--- src/rtl/serv_pwr_pkg.sv ---
// Shared definitions for the SERV power controller.
//   pwr_state_t : power FSM state, 2-bit encoding RUN=0, DRAIN=1, SLEEP=2, WAKE=3
//   WAKE_CNT_W  : width of the wake settling counter
package serv_pwr_pkg;

  localparam int WAKE_CNT_W = 8;

  typedef enum logic [1:0] {
    RUN   = 2'd0,
    DRAIN = 2'd1,
    SLEEP = 2'd2,
    WAKE  = 2'd3
  } pwr_state_t;

endpackage

--- src/rtl/serv_sat_counter.sv ---
// Saturating up-counter with synchronous clear.
//   clk   : clock
//   rst   : synchronous active-high reset, count -> 0
//   clr   : synchronous clear, count -> 0 (wins over inc)
//   inc   : increment by one, holding at all-ones
//   count : current value
module serv_sat_counter #(
  parameter int W = 16
) (
  input  logic         clk,
  input  logic         rst,
  input  logic         clr,
  input  logic         inc,
  output logic [W-1:0] count
);

  // One extra bit catches the carry out of the all-ones value, which
  // tells us to hold instead of wrapping.
  logic [W:0] sum;
  assign sum = {1'b0, count} + (W+1)'(1);

  always_ff @(posedge clk) begin
    if (rst || clr) begin
      count <= '0;
    end else if (inc && !sum[W]) begin
      count <= sum[W-1:0];
    end
  end

endmodule

--- src/rtl/serv_pwr_ctrl.sv ---
// Sleep/wake power controller between the SERV core and the clock gate.
// The core asks to sleep (WFI retired); outstanding bus activity is drained,
// the core clock enable is dropped, and the core is held asleep until a
// wake source appears. A programmable settling delay runs before the clock
// enable comes back.
//
// Request signalling: i_sleep_req and i_wakeup_req are levels, sampled on
// every rising edge with no acknowledge; a request only has effect in the
// states that listen for it, and a pending wakeup always beats a sleep.
//
// Ports:
//   i_clk          : core clock
//   i_rst          : synchronous active-high reset
//   i_sleep_req    : core requests sleep
//   i_wakeup_req   : wake source pending
//   i_bus_idle     : no outstanding ibus/dbus transaction
//   i_cnt_clr      : clear the sleep-cycle counter
//   o_core_en      : core clock enable (registered)
//   o_sleeping     : high while in SLEEP (registered)
//   o_wake_pulse   : one cycle high on the first RUN cycle after a wake
//   o_sleep_cycles : saturating count of cycles spent in SLEEP
//   o_state        : current FSM state, for debug and checkers
module serv_pwr_ctrl
  import serv_pwr_pkg::*;
#(
  parameter int WAKE_DELAY = 4,
  parameter int CNT_W      = 16
) (
  input  logic             i_clk,
  input  logic             i_rst,
  input  logic             i_sleep_req,
  input  logic             i_wakeup_req,
  input  logic             i_bus_idle,
  input  logic             i_cnt_clr,
  output logic             o_core_en,
  output logic             o_sleeping,
  output logic             o_wake_pulse,
  output logic [CNT_W-1:0] o_sleep_cycles,
  output pwr_state_t       o_state
);

  localparam logic [WAKE_CNT_W-1:0] WAKE_LOAD = WAKE_CNT_W'(WAKE_DELAY);

  pwr_state_t            state, state_n;
  logic [WAKE_CNT_W-1:0] wake_cnt, wake_cnt_n;
  logic                  core_en_n;
  logic                  sleeping_n;
  logic                  wake_pulse_n;

  always_ff @(posedge i_clk) begin
    if (i_rst) begin
      state        <= RUN;
      wake_cnt     <= '0;
      o_core_en    <= 1'b1;
      o_sleeping   <= 1'b0;
      o_wake_pulse <= 1'b0;
    end else begin
      state        <= state_n;
      wake_cnt     <= wake_cnt_n;
      o_core_en    <= core_en_n;
      o_sleeping   <= sleeping_n;
      o_wake_pulse <= wake_pulse_n;
    end
  end

  always_comb begin
    state_n      = state;
    wake_cnt_n   = wake_cnt;
    core_en_n    = o_core_en;
    sleeping_n   = o_sleeping;
    wake_pulse_n = 1'b0;

    case (state)
      RUN: begin
        core_en_n  = 1'b1;
        sleeping_n = 1'b0;
        // During the wake-pulse cycle the core has not yet retired its WFI,
        // so a still-high sleep request is stale and must not re-enter.
        if (i_sleep_req && !i_wakeup_req && !o_wake_pulse) begin
          state_n   = DRAIN;
          core_en_n = 1'b0;
        end
      end
      DRAIN: begin
        core_en_n = 1'b0;
        if (i_wakeup_req) begin
          state_n    = WAKE;
          wake_cnt_n = WAKE_LOAD;
        end else if (i_bus_idle) begin
          state_n    = SLEEP;
          sleeping_n = 1'b1;
        end
      end
      SLEEP: begin
        core_en_n  = 1'b0;
        sleeping_n = 1'b1;
        if (i_wakeup_req) begin
          state_n    = WAKE;
          wake_cnt_n = WAKE_LOAD;
          sleeping_n = 1'b0;
        end
      end
      WAKE: begin
        core_en_n  = 1'b0;
        sleeping_n = 1'b0;
        // Committed once entered: the wake source dropping does not abort.
        if (wake_cnt == '0) begin
          state_n      = RUN;
          core_en_n    = 1'b1;
          wake_pulse_n = 1'b1;
        end else begin
          wake_cnt_n = wake_cnt - WAKE_CNT_W'(1);
        end
      end
      default: begin
        state_n   = RUN;
        core_en_n = 1'b1;
      end
    endcase
  end

  serv_sat_counter #(
    .W (CNT_W)
  ) u_sleep_cnt (
    .clk   (i_clk),
    .rst   (i_rst),
    .clr   (i_cnt_clr),
    .inc   (state == SLEEP),
    .count (o_sleep_cycles)
  );

  assign o_state = state;

endmodule

--- config.mk ---
export PLATFORM = sky130hd
export DESIGN_NAME = serv_pwr_ctrl
export DESIGN_NICKNAME = d
export VERILOG_FILES = /design/src/rtl/serv_pwr_pkg.sv /design/src/rtl/serv_sat_counter.sv /design/src/rtl/serv_pwr_ctrl.sv
export SDC_FILE = /design/constraint.sdc
export NUM_CORES = 1
export LEC_CHECK = 0
export ABC_CLOCK_PERIOD_IN_PS = 4650
export BUFFER_PORTS_ARGS = -buffer_cell sky130_fd_sc_hd__clkbuf_2
export CAP_MARGIN = 40
export CORE_AREA = 3 3 57 59
export CTS_CLUSTER_DIAMETER = 200
export CTS_CLUSTER_SIZE = 12
export DETAILED_ROUTE_END_ITERATION = 6
export DIE_AREA = 0 0 60 62
export MAX_ROUTING_LAYER = met4
export PLACE_DENSITY = 0.9
export SYNTH_ARGS = -nofsm -noshare
export SYNTH_HDL_FRONTEND = slang
export SYNTH_HIERARCHICAL = 1
export SYNTH_SLANG_ARGS = --single-unit
--- constraint.sdc ---
create_clock -name i_clk -period 4.65 [get_ports i_clk]
set_input_delay 0.93 -clock i_clk [delete_from_list [all_inputs] [get_ports i_clk]]
set_output_delay 0.93 -clock i_clk [all_outputs]
set_load 0.01 [all_outputs]
==> results.py, run 1 <==
metrics = {
    "worst_hold_path": {
        "min_from": "wake_cnt[0]$_SDFFE_PP0P_",
        "worst_hold_path.endpoint": "wake_cnt[0]$_SDFFE_PP0P_",
        "min_path_type": "flop to flop",
        "min_path_cells": 2,
    },
    "floorplan": {
        "row_count": 19,
        "coreArea_sq_um": 2760,
        "initial_core_util_pct": 58.7,
        "die_w_microns": 60,
        "chipHeight_microns": 62,
        "ios": 27,
        "die-area_sq_um": 3720,
    },
    "timing": {
        "tightest_slew_ps": 596,
        "fin_worst_skew_ps": 5.59,
        "min_period_ps": 2220,
        "slew_viol_final": 0,
        "slew-limit-headroom_pct": 59.9,
        "fmax_mhz": 451,
        "period_share_pct": 47.7,
        "hold_viol": 0,
        "setup_viol": 0,
        "finalSetupTns_ps": 0,
        "setup_ws_ps": 2430,
        "rsz0062_at_grt": "false",
    },
    "place": {
        "dp_worst_setup_slack_ps": 2320,
        "dp_hpwl_microns": 2450,
        "globalplace.congestion": 0.815,
        "dp_cells": 237,
        "numPortBuffers": 26,
    },
    "critical_path": {
        "cp_data_required_time_ps": 4910,
        "cp_slowest_stage_delay_ps": 530,
        "reg2reg_to": "wake_cnt[7]$_SDFFE_PP0P_",
        "cp_max_fo": 12,
        "critPathKind": "flop to flop",
        "reg2reg_depth": 6,
        "endpoint_kind": "flop",
        "critical_path_arrival_ps": 2480,
        "crit_slowest_cell": "or4_1",
        "startpoint_type": "flop",
        "r2r-start": "o_state[1]$_SDFFE_PP0P_",
        "r2r_slack_ps": 2430,
        "path_cells": "inv_1 > ha_1 > nor2b_1 > a311o_1 > or4_1 > a21oi_1",
    },
    "global_routing": {
        "grt_max_degree": 16,
        "antenna_found_initial": 0,
        "grt_pass1_vias": 1196,
        "grt_use_total_pct": 20.4,
        "gr-total-overflow": 0,
        "grt_pass1_wl_microns": 5610,
    },
    "clocking": {
        "cts_resized": 0,
        "cts_hold_buffers": 0,
        "clk_path_buf_depth": 2,
        "cts_tree": "yes",
        "cts_num_sinks": 29,
        "h-tree-depth": 2,
        "clkLatencyLatePin_ps": 320,
        "cts_buffers": 5,
        "post_cts_buffers": 0,
        "path_clk_slew_ps": 90,
        "cts_root_buf": "clkbuf_4",
    },
    "detailed_routing": {
        "dr.pass1.iters": 4,
        "viasPerCell": 6.13,
        "ant_nets": 0,
        "wire_per_inst_microns": 13.8,
        "drt_iter0_markers": 57,
        "drt-met1-wl_microns": 1530,
        "vias": 1495,
        "wl_microns": 3370,
        "highest_layer": "met4",
        "wl_met2_microns": 1650,
        "dr_wl_met3_microns": 152,
        "route.detailed.drc": 0,
    },
    "layout": {
        "finalNetCount": 227,
        "final_util_pct": 66.1,
        "n_fill_cell": 235,
        "stdcell_count": 244,
        "drive_gt1_share_pct": 20.7,
        "area_growth_pct": 12.5,
        "num_antenna_cells": 0,
    },
    "synth": {
        "avgSynthCellArea_sq_um": 8.75,
        "ys_types": 47,
        "synth_edf_count": 0,
        "async_flop_share_pct": 0,
        "synth_area_sq_um": 1620,
        "ys_seq_area_share_pct": 35.9,
        "synth_warnings": 6,
        "synthFlopType": "dfxtp_1",
        "syn-num-nets": 199,
        "netlist_instances": 185,
        "ys_seq_elements": 29,
    },
    "pwr": {
        "cellPowerDensity_nw_per_um2": 462,
        "power_w": 0.000841,
        "ir_drop_v": 0.000444,
        "leakagePower_nw": 0.735,
    },
    "status": {
        "status": "complete, no violations",
    },
    "run": {
        "maxCapViolations": 0,
    },
}
[registers in the layout, indices dropped and copies added, names as in the netlist]
| signal | cells |
|---|---|
| o_wake_pulse | 1 |
| o_sleeping | 1 |
| o_core_en | 1 |
| u_sleep_cnt/count | 16 |
| o_state | 2 |
| wake_cnt | 8 |
[worst max path at each step]
stage	from	to	slack [ps]	depth (start not counted)
floorplan	i_wakeup_req	o_state[1]$_SDFFE_PP0P_	2490	4
global placement	i_wakeup_req	o_state[1]$_SDFFE_PP0P_	2330	5
detailed placement	i_wakeup_req	o_state[0]$_SDFFE_PP0P_	2320	5
CTS	o_state[1]$_SDFFE_PP0P_	wake_cnt[7]$_SDFFE_PP0P_	2430	6
global route	o_state[1]$_SDFFE_PP0P_	wake_cnt[7]$_SDFFE_PP0P_	2300	6
finish	o_state[1]$_SDFFE_PP0P_	wake_cnt[7]$_SDFFE_PP0P_	2430	6
[layout by cell type (no fill, tap or decap), types with 2 or more instances in the layout]
cell type / n
and2_1: 3
nand4_1: 5
ha_1: 8
o31ai_1: 5
nor2_1: 14
a211oi_1: 3
inv_1: 6
a31oi_1: 3
dfxtp_1: 29
clkbuf_2: 26
clkbuf_4: 5
nand3_1: 8
or2_2: 3
xor2_1: 2
a41o_1: 4
and4_1: 4
a21oi_1: 20
nand2_1: 10
or4_1: 5
or3_1: 11
nor3_1: 3
o21ai_0: 11
[cell families (layout without fill, tap and decap cells)]
family	count (synthesis)	count (layout)	synth area share (%)
and+or+nand+nor	78	78	30.4
AOI/OAI and AO/OA	55	55	22.6
DFF	29	29	35.9
buffers and inverters	11	39	2.70
adders and majority gates	8	8	6.18
xor gates and xnor gates	3	3	1.62
muxes	1	1	0.618
[stage by stage]
stage | hold slack (ps) | area, sq um
2_1_floorplan | 441 | 1620
3_3_place_gp | 456 | 1770
3_5_place_dp | 461 | 1770
4_1_cts | 474 | 1820
5_1_grt | 504 | 1820
6_report | 465 | 1820
[power breakdown]
part           internal [W]  total, W  leakage, nW  switching [W]
clock network     0.0000713  0.000155       0.0314      0.0000842
logic              0.000154  0.000342        0.469       0.000188
registers          0.000289  0.000344        0.235      0.0000550
[synthesized netlist by cell type (4+ instances only)]
master   count  area [sq um]
a41o_1       4          40.0
nand2_1     10          37.5
or4_1        5          37.5
and4_1       4          35.0
or3_1       11          68.8
nor2_1      14          52.6
dfxtp_1     29           581
o31ai_1      5          37.5
inv_1        6          22.5
nand3_1      8          40.0
ha_1         8           100
o21ai_0     11          55.1
nand4_1      5          31.3
a21oi_1     20           100
[per-layer routing]
metal | vias to the layer above | track usage, %
li1 | 766 | -
met1 | 696 | 26.5
met2 | 30 | 30.9
met3 | 3 | 6.20
met4 | 0 | 5.70
met5 | - | -
[worst max-delay path, delay by kind of cell, from the launching register on]
kind	cells	cell delay (ps)
compound gates	2	590
flops	1	450
simple gates	2	690
fa+ha+maj	1	310
buf+inv	1	120
[final cells by class]
class	instances	area (sq um)	area share (%)
clock buffers	7	55.1	3.02
well taps	31	38.8	2.13
multi-input cells	145	995	54.6
repair buffers	26	130	7.14
inverters	6	22.5	1.24
flip-flops and latches	29	581	31.9
(Power assumes the default switching activity.)
==> inputs of run 2 (changes only) <==
--- a/config.mk
+++ b/config.mk
@@ -5,16 +5,16 @@
 export SDC_FILE = /design/constraint.sdc
 export NUM_CORES = 1
 export LEC_CHECK = 0
-export ABC_CLOCK_PERIOD_IN_PS = 4650
+export ABC_CLOCK_PERIOD_IN_PS = 2000
 export BUFFER_PORTS_ARGS = -buffer_cell sky130_fd_sc_hd__clkbuf_2
 export CAP_MARGIN = 40
-export CORE_AREA = 3 3 57 59
+export CORE_AREA = 3 3 61 63
 export CTS_CLUSTER_DIAMETER = 200
 export CTS_CLUSTER_SIZE = 12
 export DETAILED_ROUTE_END_ITERATION = 6
-export DIE_AREA = 0 0 60 62
+export DIE_AREA = 0 0 64 66
 export MAX_ROUTING_LAYER = met4
-export PLACE_DENSITY = 0.9
+export PLACE_DENSITY = 0.84
 export SYNTH_ARGS = -nofsm -noshare
 export SYNTH_HDL_FRONTEND = slang
 export SYNTH_HIERARCHICAL = 1
==> constraint.sdc (replaced) <==
create_clock -name i_clk -period 2 [get_ports i_clk]
set_input_delay 0.4 -clock i_clk [delete_from_list [all_inputs] [get_ports i_clk]]
set_output_delay 0.4 -clock i_clk [all_outputs]
set_load 0.01 [all_outputs]
==> results.py, run 2 (synthesized netlist as in run 1, its figures left out) <==
metrics = {
    "layout": {
        "stdcell_count": 267,
        "num_antenna_cells": 0,
        "layout_common_cells": "clkbuf_2 (26), dfxtp_1 (26), a21oi_1 (19)",
        "drive_gt1_share_pct": 25.3,
        "largest_register_ffs": 16,
        "regMostFlops": "u_sleep_cnt/count",
        "area_growth_pct": 18.3,
        "finalNetCount": 234,
    },
    "status": {
        "status": "complete, no violations",
    },
    "run": {
        "maxCapViolations": 0,
    },
    "critical_path": {
        "cp_max_fo": 4,
        "startpoint_type": "flop",
        "critPathKind": "flop to flop",
        "critical_path_arrival_ps": 2140,
        "cp_data_required_time_ps": 2250,
        "path_cells": "inv_1 > ha_1 > nor3b_2 > a311o_1 > or4_1 > a21oi_2",
        "crit_family": "simple AND/OR/NAND/NOR gates",
        "crit_buf_inv": 1,
        "crit_slowest_cell": "or4_1",
        "endpoint_kind": "flop",
        "cp_slowest_stage_delay_ps": 530,
    },
    "place": {
        "dp_cells": 259,
        "globalplace.congestion": 0.870,
        "dp_worst_setup_slack_ps": 105,
        "numPortBuffers": 26,
        "dp_hpwl_microns": 2690,
    },
    "floorplan": {
        "die_w_microns": 64,
        "chipHeight_microns": 66,
        "coreArea_sq_um": 3280,
        "initial_core_util_pct": 49.3,
        "row_count": 21,
        "ios": 27,
        "die-area_sq_um": 4220,
    },
    "timing": {
        "fin_worst_skew_ps": 4.42,
        "setup_ws_ps": 110,
        "min_period_ps": 1890,
        "period_share_pct": 94.5,
        "tightest_slew_ps": 448,
        "rsz0062_at_grt": "false",
        "setup_viol": 0,
        "finalSetupTns_ps": 0,
        "fmax_mhz": 529,
        "slew-limit-headroom_pct": 70.1,
        "hold_viol": 0,
        "slew_viol_final": 0,
        "hold_ws_ps": 398,
    },
    "global_routing": {
        "grt_pass1_wl_microns": 6000,
        "grt_use_total_pct": 18.3,
        "grt_max_degree": 16,
        "gr-total-overflow": 0,
        "antenna_found_initial": 0,
        "grt_pass1_vias": 1362,
    },
    "detailed_routing": {
        "ant_nets": 0,
        "route.detailed.drc": 0,
        "wire_per_inst_microns": 13.3,
        "wl_microns": 3560,
        "vias": 1520,
        "viasPerCell": 5.69,
        "dr.pass1.iters": 4,
        "drt_iter0_markers": 81,
    },
    "pwr": {
        "power_w": 0.00203,
        "ir_drop_v": 0.000463,
        "leakagePower_nw": 0.771,
        "cellPowerDensity_nw_per_um2": 1060,
    },
    "clocking": {
        "cts_resized": 0,
        "cts_root_buf": "clkbuf_4",
        "cts_buffers": 5,
        "post_cts_buffers": 0,
        "cts_tree": "yes",
        "h-tree-depth": 2,
        "clk_path_buf_depth": 2,
        "clkLatencyLatePin_ps": 310,
        "cts_num_sinks": 29,
        "path_clk_slew_ps": 90,
        "cts_hold_buffers": 0,
    },
    "worst_hold_path": {
        "min_path_type": "primary input to flop",
    },
}
[run 2: cell types whose count changed in the layout (fill, tap and decap cells not counted), sizes merged]
cell | before | now
buf | 0 | 7
clkbuf | 33 | 34
[run 2: area by class of cell]
type	instances	area [sq um]
fill	305	1370
multi-input combinational	145	1020
sequential	29	584
tap	46	57.6
clock buffer	8	48.8
timing repair buffer	33	183
inverter	6	22.5
[run 2: path summary, 6_finish.rpt]
path                                                from                        to  slack [ps]  depth (start not counted)
worst max register to register  wake_cnt[0]$_SDFFE_PP0P_  wake_cnt[7]$_SDFFE_PP0P_         110                          6
worst min register to register  wake_cnt[0]$_SDFFE_PP0P_  wake_cnt[0]$_SDFFE_PP0P_         460                          2
worst min-delay path                               i_rst  wake_cnt[0]$_SDFFE_PP0P_         400                          2
worst max-delay path            wake_cnt[0]$_SDFFE_PP0P_  wake_cnt[7]$_SDFFE_PP0P_         110                          6
[run 2: power breakdown]
group,total (W),internal (W),switching (W)
Clock,0.000325,0.000140,0.000185
Combinational,0.000919,0.000438,0.000481
Sequential,0.000788,0.000674,0.000114
Total,0.00203,0.00125,0.000781
[run 2: layer usage]
layer	track usage, %	vias up	share of wire (%)
li1	-	780	-
met1	22.0	704	45
met2	29.7	30	50
met3	4.42	6	3.6
met4	7.01	0	1.7
met5	-	-	0
[run 2: worst reg2reg max path, delay by kind of cell, from the launching register on]
kind                       cells  cell delay, ps
and+or+nand+nor                2             700
AOI/OAI and AO/OA              2             520
DFF                            1             340
adders and majority gates      1             210
buffers and inverters          1              70
[run 2: stage by stage]
| stage | cell area (sq um) | util [%] |
|---|---|---|
| after floorplan | 1620 | - |
| after global placement | 1840 | 56.0 |
| after detailed placement | 1840 | 56.0 |
| after CTS | 1890 | 57.4 |
| after global routing | 1920 | 58.3 |
| final | 1920 | 58.3 |
==> inputs of run 3 (changes only) <==
--- a/config.mk
+++ b/config.mk
@@ -8,13 +8,13 @@
 export ABC_CLOCK_PERIOD_IN_PS = 2000
 export BUFFER_PORTS_ARGS = -buffer_cell sky130_fd_sc_hd__clkbuf_2
 export CAP_MARGIN = 40
-export CORE_AREA = 3 3 61 63
+export CORE_AREA = 3 3 73 54
 export CTS_CLUSTER_DIAMETER = 200
 export CTS_CLUSTER_SIZE = 12
 export DETAILED_ROUTE_END_ITERATION = 6
-export DIE_AREA = 0 0 64 66
+export DIE_AREA = 0 0 76 57
 export MAX_ROUTING_LAYER = met4
-export PLACE_DENSITY = 0.84
+export PLACE_DENSITY = 0.83
 export SYNTH_ARGS = -nofsm -noshare
 export SYNTH_HDL_FRONTEND = slang
 export SYNTH_HIERARCHICAL = 1
==> results.py, run 3 (synthesized netlist as in run 1, its figures left out) <==
metrics = {
    "status": {
        "status": "complete, no violations",
    },
    "layout": {
        "layout_common_cells": "dfxtp_1 (27), clkbuf_2 (26), a21oi_1 (18)",
        "drive_gt1_share_pct": 27.9,
        "area_growth_pct": 21.5,
        "regMostFlops": "u_sleep_cnt/count",
        "finalNetCount": 236,
        "num_antenna_cells": 0,
        "largest_register_ffs": 16,
        "final_util_pct": 61.2,
        "final_common_cell": "dfxtp_1",
    },
    "detailed_routing": {
        "drt_iter0_markers": 99,
        "dr.pass1.iters": 4,
        "wl_microns": 3720,
        "wire_per_inst_microns": 13.8,
        "route.detailed.drc": 0,
        "vias": 1545,
        "viasPerCell": 5.74,
        "ant_nets": 0,
    },
    "clocking": {
        "cts_hold_buffers": 0,
        "cts_resized": 0,
        "cts_num_sinks": 29,
        "clkLatencyLatePin_ps": 280,
        "post_cts_buffers": 0,
        "cts_tree": "yes",
        "clk_path_buf_depth": 2,
        "cts_root_buf": "clkbuf_8",
        "h-tree-depth": 2,
        "path_clk_slew_ps": 60,
        "cts_buffers": 5,
    },
    "global_routing": {
        "grt_max_degree": 16,
        "grt_pass1_wl_microns": 6040,
        "grt_use_total_pct": 18.0,
        "gr-total-overflow": 0,
        "grt_pass1_vias": 1304,
        "antenna_found_initial": 0,
    },
    "place": {
        "globalplace.congestion": 0.846,
        "numPortBuffers": 26,
        "dp_hpwl_microns": 2640,
    },
    "timing": {
        "tightest_slew_ps": 332,
        "slew-limit-headroom_pct": 77.7,
        "fin_worst_skew_ps": 8.78,
        "hold_viol": 0,
        "fmax_mhz": 517,
        "slew_viol_final": 0,
        "min_period_ps": 1930,
        "finalSetupTns_ps": 0,
        "setup_viol": 0,
        "period_share_pct": 96.7,
    },
    "floorplan": {
        "die_w_microns": 76,
        "row_count": 17,
        "ios": 27,
        "coreArea_sq_um": 3210,
        "die-area_sq_um": 4330,
        "initial_core_util_pct": 50.4,
        "chipHeight_microns": 57,
    },
    "critical_path": {
        "startpoint_type": "flop",
        "critical_path_arrival_ps": 2150,
        "cp_max_fo": 4,
        "cp_data_required_time_ps": 2220,
        "r2r_slack_ps": 70,
        "critPathKind": "flop to flop",
        "endpoint_kind": "flop",
    },
    "pwr": {
        "leakagePower_nw": 0.795,
        "cellPowerDensity_nw_per_um2": 1150,
        "power_w": 0.00226,
        "ir_drop_v": 0.000793,
    },
    "run": {
        "maxCapViolations": 0,
    },
    "worst_hold_path": {
        "min_path_type": "primary input to flop",
    },
}
run 3: power by group:
| part | total [W] | switching [W] | leakage [nW] | internal (W) |
|---|---|---|---|---|
| logic | 0.000976 | 0.000513 | 0.515 | 0.000463 |
| registers | 0.000786 | 0.000114 | 0.236 | 0.000672 |
| clock network | 0.000496 | 0.000224 | 0.0443 | 0.000273 |
| total | 0.00226 | 0.000851 | 0.795 | 0.00141 |
run 3: final timing paths:
check / from / end / depth (start not counted)
hold / removal: i_rst / wake_cnt[1]$_SDFFE_PP0P_ / 2
setup / recovery: o_state[1]$_SDFFE_PP0P_ / wake_cnt[3]$_SDFFE_PP0P_ / 7
hold reg to reg: wake_cnt[1]$_SDFFE_PP0P_ / wake_cnt[1]$_SDFFE_PP0P_ / 2
setup reg to reg: o_state[1]$_SDFFE_PP0P_ / wake_cnt[3]$_SDFFE_PP0P_ / 7
run 3: critical path, stage by stage, from the launching register on:
cell     delay (ps)
dfxtp_1         330
inv_1            80
ha_1            290
nor2b_1         160
a311o_1         320
buf_4           160
or3_1           370
a21oi_2         150
run 3: final cells by class:
type	count	area [sq um]
flip-flops and latches	29	583
multi-input cells	145	1020
well taps	47	58.8
inverters	6	22.5
repair buffers	35	198
clock buffers	7	86.3
fillers	261	1240
run 3: metrics by stage:
stage	setup slack, ps	area [sq um]	std cells	hold slack, ps
after CTS	60.1	1940	269	429
after global placement	125	1850	262	455
final	66.5	1970	269	427
after detailed placement	69.3	1850	262	465
after global routing	-24.5	1970	269	436
after floorplan	36.2	1620	185	441
run 3: layer usage:
layer | vias to the layer above | track usage (%) | share of wire (%)
met1 | 719 | 25.8 | 53
met4 | 0 | 6.20 | 0.59
met5 | - | - | 0
li1 | 782 | - | -
met3 | 2 | 6.15 | 6.2
met2 | 42 | 23.1 | 40
